--- src/rtl/hdmi_serdes_pkg.sv ---
// Shared constants and types for the HDMI transmitter serialiser path.
// Holds the TMDS control tokens and the default lane geometry.
package hdmi_serdes_pkg;

  localparam int unsigned DEFAULT_WIDTH    = 10;
  localparam int unsigned DEFAULT_CHANNELS = 3;

  // TMDS control-period tokens, indexed by {C1, C0}.
  localparam logic [9:0] CTRL_00 = 10'b1101010100;
  localparam logic [9:0] CTRL_01 = 10'b0010101011;
  localparam logic [9:0] CTRL_10 = 10'b0101010100;
  localparam logic [9:0] CTRL_11 = 10'b1010101011;

  typedef enum logic {
    HOLD_EMPTY = 1'b0,
    HOLD_FULL  = 1'b1
  } hold_state_e;

endpackage

--- src/rtl/multi_lane_serializer_piso_lane.sv ---
// One lane of the serialiser: a WIDTH-bit parallel-in serial-out shift register.
// The load strobe comes from the shared counter in the parent so lanes stay aligned.
module piso_lane #(
  parameter int unsigned WIDTH     = 10,
  parameter bit          LSB_FIRST = 1'b1
) (
  input  logic             clk,
  input  logic             rst_n,
  input  logic             load,
  input  logic [WIDTH-1:0] data_in,
  output logic             serial_out
);

  logic [WIDTH-1:0] sreg;

  always_ff @(posedge clk or negedge rst_n) begin
    if (!rst_n) begin
      sreg <= '0;
    end else if (load) begin
      sreg <= data_in;
    end else if (LSB_FIRST) begin
      sreg <= {1'b0, sreg[WIDTH-1:1]};
    end else begin
      sreg <= {sreg[WIDTH-2:0], 1'b0};
    end
  end

  assign serial_out = LSB_FIRST ? sreg[0] : sreg[WIDTH-1];

endmodule

--- src/rtl/multi_lane_serializer.sv ---
// Lock-step multi-lane PISO serialiser with a valid/ready input, one-entry holding
// buffer, self-generated word-boundary load strobe and idle-word insertion on underrun.
module multi_lane_serializer
  import hdmi_serdes_pkg::*;
#(
  parameter int unsigned      WIDTH     = DEFAULT_WIDTH,
  parameter int unsigned      CHANNELS  = DEFAULT_CHANNELS,
  parameter bit               LSB_FIRST = 1'b1,
  parameter logic [WIDTH-1:0] IDLE_WORD = WIDTH'(CTRL_00)
) (
  input  logic                        clk,
  input  logic                        rst_n,
  input  logic                        in_valid,
  output logic                        in_ready,
  input  logic [CHANNELS*WIDTH-1:0]   in_data,
  output logic [CHANNELS-1:0]         serial_out,
  output logic                        word_start,
  output logic                        underrun,
  input  logic                        underrun_clr
);

  localparam int unsigned    CW   = (WIDTH > 1) ? $clog2(WIDTH) : 1;
  localparam logic [CW-1:0]  LAST = CW'(WIDTH - 1);

  logic [CW-1:0]               bit_cnt;
  logic                        load;
  logic                        accept;
  logic                        idle_load;
  hold_state_e                 hold_state;
  hold_state_e                 hold_next;
  logic [CHANNELS*WIDTH-1:0]   hold_data;
  logic [CHANNELS*WIDTH-1:0]   load_data;

  // Counter resets to the last bit so the first cycle out of reset is a load.
  always_ff @(posedge clk or negedge rst_n) begin
    if (!rst_n) begin
      bit_cnt <= LAST;
    end else if (load) begin
      bit_cnt <= '0;
    end else begin
      bit_cnt <= bit_cnt + CW'(1);
    end
  end

  assign load   = (bit_cnt == LAST);
  assign accept = in_valid && in_ready;

  always_ff @(posedge clk or negedge rst_n) begin
    if (!rst_n) begin
      hold_state <= HOLD_EMPTY;
    end else begin
      hold_state <= hold_next;
    end
  end

  // An accept on a load cycle bypasses the buffer, so only non-load accepts fill it.
  always_comb begin
    hold_next = hold_state;
    unique case (hold_state)
      HOLD_EMPTY: if (accept && !load) hold_next = HOLD_FULL;
      HOLD_FULL:  if (load)            hold_next = HOLD_EMPTY;
      default:                         hold_next = HOLD_EMPTY;
    endcase
  end

  always_comb begin
    in_ready = (hold_state == HOLD_EMPTY);
  end

  always_ff @(posedge clk or negedge rst_n) begin
    if (!rst_n) begin
      hold_data <= '0;
    end else if (accept && !load) begin
      hold_data <= in_data;
    end
  end

  always_comb begin
    load_data = {CHANNELS{IDLE_WORD}};
    idle_load = 1'b0;
    if (hold_state == HOLD_FULL) begin
      load_data = hold_data;
    end else if (in_valid) begin
      load_data = in_data;
    end else begin
      idle_load = load;
    end
  end

  always_ff @(posedge clk or negedge rst_n) begin
    if (!rst_n) begin
      word_start <= 1'b0;
      underrun   <= 1'b0;
    end else begin
      word_start <= load;
      if (idle_load) begin
        underrun <= 1'b1;
      end else if (underrun_clr) begin
        underrun <= 1'b0;
      end
    end
  end

  for (genvar k = 0; k < CHANNELS; k++) begin : g_lane
    piso_lane #(
      .WIDTH     (WIDTH),
      .LSB_FIRST (LSB_FIRST)
    ) u_lane (
      .clk        (clk),
      .rst_n      (rst_n),
      .load       (load),
      .data_in    (load_data[k*WIDTH +: WIDTH]),
      .serial_out (serial_out[k])
    );
  end

endmodule

--- config.mk ---
export PLATFORM = sky130hd
export DESIGN_NAME = multi_lane_serializer
export DESIGN_NICKNAME = d
export VERILOG_FILES = /design/src/rtl/hdmi_serdes_pkg.sv /design/src/rtl/multi_lane_serializer_piso_lane.sv /design/src/rtl/multi_lane_serializer.sv
export SDC_FILE = /design/constraint.sdc
export NUM_CORES = 1
export LEC_CHECK = 0
export CAP_MARGIN = 25
export CORE_ASPECT_RATIO = 0.75
export CORE_MARGIN = 2
export CORE_UTILIZATION = 45
export DETAILED_ROUTE_END_ITERATION = 10
export GPL_TIMING_DRIVEN = 0
export PLACE_DENSITY = 0.71
export SLEW_MARGIN = 10
export SYNTH_ARGS = -nofsm -noshare
export SYNTH_HDL_FRONTEND = slang
export SYNTH_SLANG_ARGS = --single-unit
--- constraint.sdc ---
create_clock -name clk -period 2.31 [get_ports clk]
set_input_delay 0.3465 -clock clk [delete_from_list [all_inputs] [get_ports clk]]
set_output_delay 0.3465 -clock clk [all_outputs]
set_load 0.1 [all_outputs]
# Word level (Yosys, flattened, before mapping)

Cells that the tools add are included.

Register bits: 67
Input bits: 34
Output and inout bits: 6
Logic and storage cells: 28

Add/sub/neg operators: 1
Equality and inequality tests: 1
Muxes and demuxes: 13
Bitwise logic cells: 1
Reductions and logical operators: 4

Operator list:

| operator                                                      | number |
|---|---|
| 30-bit two-way mux                                            | 2 |
| 10-bit two-way mux                                            | 3 |
| 1-bit two-way mux                                             | 6 |
| 4-bit by 1-bit adder with 4-bit output, second input constant | 1 |
| 4-bit == test, second input constant                          | 1 |
| 4-bit two-way mux                                             | 1 |
| 1-bit logical AND                                             | 2 |
| 1-bit case mux with 2 select lines                            | 1 |
| 2-bit nonzero test                                            | 1 |
| 1-bit zero test                                               | 1 |
| 1-bit inverter                                                | 1 |

# Logic depth before layout (Yosys ltp)

Gate-level depths: netlist (run 1).

Word-level depth: 5
Mapped depth: 6
Depth with buffers taken out: 4

# Modules after synthesis

From an unflattened synthesis (run 1), not the netlist that was laid out.

Cell total of the unflattened synthesis: 192
Area, all modules: 3059.2 um^2

By module, submodules not included:

| module                | instances | cells each | area each (um^2) | seq. area each (um^2) |
|---|---|---|---|---|
| multi_lane_serializer | 1         | 129        | 1846.8           | 928.4 |
| piso_lane             | 3         | 21         | 404.1            | 250.2 |

# Worst setup path after synthesis (run 1)

No wires, ideal clock.

Path kind: flip-flop to flip-flop
Start point: register hold_state
End point: register g_lane[0].u_lane.sreg[8]
Setup time: 0.083 ns
Arrival time: 1.452 ns
Data required time: 2.227 ns
Setup slack: 0.776 ns
Stages on the path, launching flop included: 6
Path buffers: 2
Period minus slack after synthesis: 1.534 ns
Cells stage by stage: dfrtp_1 -> buf_2 -> inv_1 -> buf_2 -> o22ai_1 -> o21ai_0

Longest elaborated chain between the ends: 2

RTL lines:

| what                   | RTL line                              | RTL |
|---|---|---|
| from (decl)            | multi_lane_serializer.sv:29           | `hold_state_e hold_state;` |
| from (signal assigned) | multi_lane_serializer.sv:52           | `hold_state <= hold_next;` |
| 30-bit two-way mux     | multi_lane_serializer.sv:81           | `if (hold_state == HOLD_FULL) begin` |
| 10-bit two-way mux     | multi_lane_serializer_piso_lane.sv:19 | `end else if (load) begin` |
| to (signal assigned)   | multi_lane_serializer_piso_lane.sv:20 | `sreg <= data_in;` |
| to (signal assigned)   | multi_lane_serializer_piso_lane.sv:22 | `sreg <= {1'b0, sreg[WIDTH-1:1]};` |
| to (signal assigned)   | multi_lane_serializer_piso_lane.sv:24 | `sreg <= {sreg[WIDTH-2:0], 1'b0};` |
| to (decl)              | multi_lane_serializer_piso_lane.sv:14 | `logic [WIDTH-1:0] sreg;` |

No other way between the ends.
A chain may end at the register's enable or synchronous reset.

# Worst setup path in the final report (run 1)

Start point: register g_lane[2].u_lane.sreg[0]
End point: output serial_out[2]

RTL lines:

| what                   | RTL line                              | RTL |
|---|---|---|
| from (decl)            | multi_lane_serializer_piso_lane.sv:14 |  |
| from (signal assigned) | multi_lane_serializer_piso_lane.sv:20 |  |
| from (signal assigned) | multi_lane_serializer_piso_lane.sv:22 |  |
| from (signal assigned) | multi_lane_serializer_piso_lane.sv:24 |  |
| to (decl)              | multi_lane_serializer.sv:16           | `output logic [CHANNELS-1:0] serial_out,` |

No word-level cell between the ends.

==> run metrics, run 1 <==
Seq/Total Area, Yosys=0.592; max incr delay on CP=1110 ps; Main synth FF type=dfrtp_1; Crit Reg-Reg Startpoint=bit_cnt[0]; Area Overhead vs Synth=24.2%; TritonCTS buffer count=9; #FFs+latches synth=67; Clk pin slew, worst setup/hold paths=approximately 60 ps; async set or reset register ratio after synthesis=1.00; Netlist cell types=25; PwrDens=740 nW/µm²; Worst path slowest cell=clkdlybuf4s50_1; First-pass DRT Iterations=4; Crit path depth=2; reg2reg end=g_lane[2].u_lane.sreg[0]; Tmin final=approximately 2200 ps; register area=1680 µm²; RSZ-0062 raised after global routing=no; Post-Syn Nets=258; global-route wire length before repair=9.73 mm; Clock Skew=about 6.6 ps; Avg Synthesized Cell Area=~13 µm²; clock latency on the worst-skew pair=about 340 ps; hpwl dp=between 3 and 4 mm; Starting Density=0.458; drt wl/cell=16.0 µm; share of layout cells above drive strength 1=0.235; Ys Warns=0; Worst Setup Start Kind=flop; end point of the critical path=serial_out[2]; CP Capture Type=primary output; Post-synth EDFFs=0; endpoints failing hold=0; final worst path period share=0.964; core area=6190 µm²; Max IR drop VDD=roughly 0.27 mV; area of the multi-input gates=~1000 µm²; Worst EP arrival=1880 ps; Setup CP Type=flop to primary output; Rows=25; Slew Viols, Final=0; port bufs=39; Max Freq=449 MHz; CP bufs+invs=2; Worst-Margin Slew=around 960 ps; Die Footprint=6960 µm²; number of placed I/O pins=40; DIE WIDTH=around 96 µm; Hold WC Path Type=flop to flop; vias per inst=5.20; setup TNS=0 ps; final core occ=0.568; synthesized area=2830 µm²; cells along the critical path=buf_4 > clkdlybuf4s50_1; status=finished, final reports clean; initial drt markers=121; CP startpoint=g_lane[2].u_lane.sreg[0]; Mapped Cells=224; Worst path top cell family by delay=buffers and inverters; Remaining Overflow, GRT=0; crit path max fanout=1; number of global-route vias before repair=1936; slew margin rel.=0.356; drc violations=0; Required @ worst endpoint=1960 ps; initial antenna violation count=0; via count=approximately 1900; total wire length=~5.8 mm; TritonCTS clock tree=done; maxcap violations=0; hold path depth=2; # nets final=between 300 and 400; Final ANT Viol Nets=0; Fillers=roughly 550; GPL Wtd Cong=~0.76; die boundary height=approximately 73 µm; gr usage total=0.191; Reg2Reg Setup Slack=just over 700 ps; Diodes inserted=0; clk buf depth=2; Worst Reg-to-Reg Cells=5; H-tree depth=3; Root Buffer=clkbuf_8; Tot Pwr=approximately 2.6 mW; Pleak=around 1.7 nW; largest net degree at the start of global routing=38; # clock sinks=67; final setup violation count=0
==> how the worst min path moves through the flow <==
stage,from,end,slack (ps)
2_1_floorplan,rst_n,bit_cnt[1],50
3_3_place_gp,g_lane[1].u_lane.sreg[5],g_lane[1].u_lane.sreg[4],430
3_5_place_dp,rst_n,g_lane[0].u_lane.sreg[0],300
4_1_cts,g_lane[1].u_lane.sreg[5],g_lane[1].u_lane.sreg[4],460
5_1_grt,g_lane[0].u_lane.sreg[5],g_lane[0].u_lane.sreg[4],480
6_report,g_lane[2].u_lane.sreg[3],g_lane[2].u_lane.sreg[2],460
==> state kept, by name, summed over array words and instances (netlist names) <==
signal,count
bit_cnt,4
hold_data,30
word_start,1
hold_state,1
g_lane.u_lane.sreg,30
underrun,1
==> tightest hold or removal path, stage by stage, from the launching register on <==
cell     delay (ps)
dfrtp_1         320
nand2_1          40
o21ai_0          50
==> Yosys cell counts, types with 2 or more instances <==
library cell  count  area [µm²]
nor2_1           35         131
buf_4             5        37.5
clkbuf_1          4        15.0
dfrtp_1          65        1630
a221oi_1         15         131
dfstp_2           2        52.6
inv_1             4        15.0
o21ai_0          14        70.1
nand2_1          15        56.3
o22ai_1          14        87.6
mux2_4           30         450
buf_2             6        30.0
buf_6             3        33.8
==> metal layers <==
metal  global-route usage  share of wire
met4               0.0571          0.012
met3               0.0682          0.053
met1                0.271           0.48
met2                0.275           0.45
met5                    0              0
==> cell type report <==
class	count	area share
plain buffers	18	0.0330
inverters	5	0.00533
clock buffers	14	0.0462
well taps	81	0.0288
clock inverters	2	0.00284
multi-input cells	134	0.290
repair buffers	41	0.117
flip-flops and latches	67	0.477
==> what timing repair did <==
item	in CTS	in global routing
gates resized for setup	5	0
endpoints found under the setup margin	1	0
hold buffers	1	0
setup buffers	0	0
hold endpoints to repair	28	0
==> cell usage in the layout (no fill, tap or decap), types with 7 or more instances in the layout <==
cell	instances
dfrtp_1	65
clkdlybuf4s50_1	37
nor2_1	35
mux2_4	30
a221oi_1	15
nand2_1	15
o21ai_0	14
o22ai_1	14
clkbuf_8	11
buf_2	7
clkbuf_1	7
==> power by group <==
part / switching, mW / internal (mW) / total, mW
logic: 0.179 / 0.244 / 0.423
clock network: 0.410 / 0.446 / 0.856
registers: 0.0495 / 1.28 / 1.33
total: 0.639 / 1.97 / 2.61
==> cells by family after synthesis <==
group | Yosys count | share of synthesized area
buf+inv | 23 | 0.0477
mux | 32 | 0.166
compound gates | 46 | 0.109
xor+xnor | 1 | 0.00309
flops | 67 | 0.592
simple gates | 55 | 0.0817
==> through the flow <==
stage	setup slack, ps	hold slack, ps	instances	instance area [µm²]
3_5_place_dp	-241	304	345	3340
5_1_grt	6.01	478	362	3520
6_report	83.3	455	362	3520
2_1_floorplan	776	50.9	224	2830
3_3_place_gp	-1300	434	344	3330
4_1_cts	57.5	456	362	3520
(Power assumes the default switching activity.)
==> inputs of run 2 (changes only) <==
SLEW_MARGIN = 30   (was 10)
==> results of run 2 <==
Same layout as run 1: the final DEF is identical, and so are final timing and power.
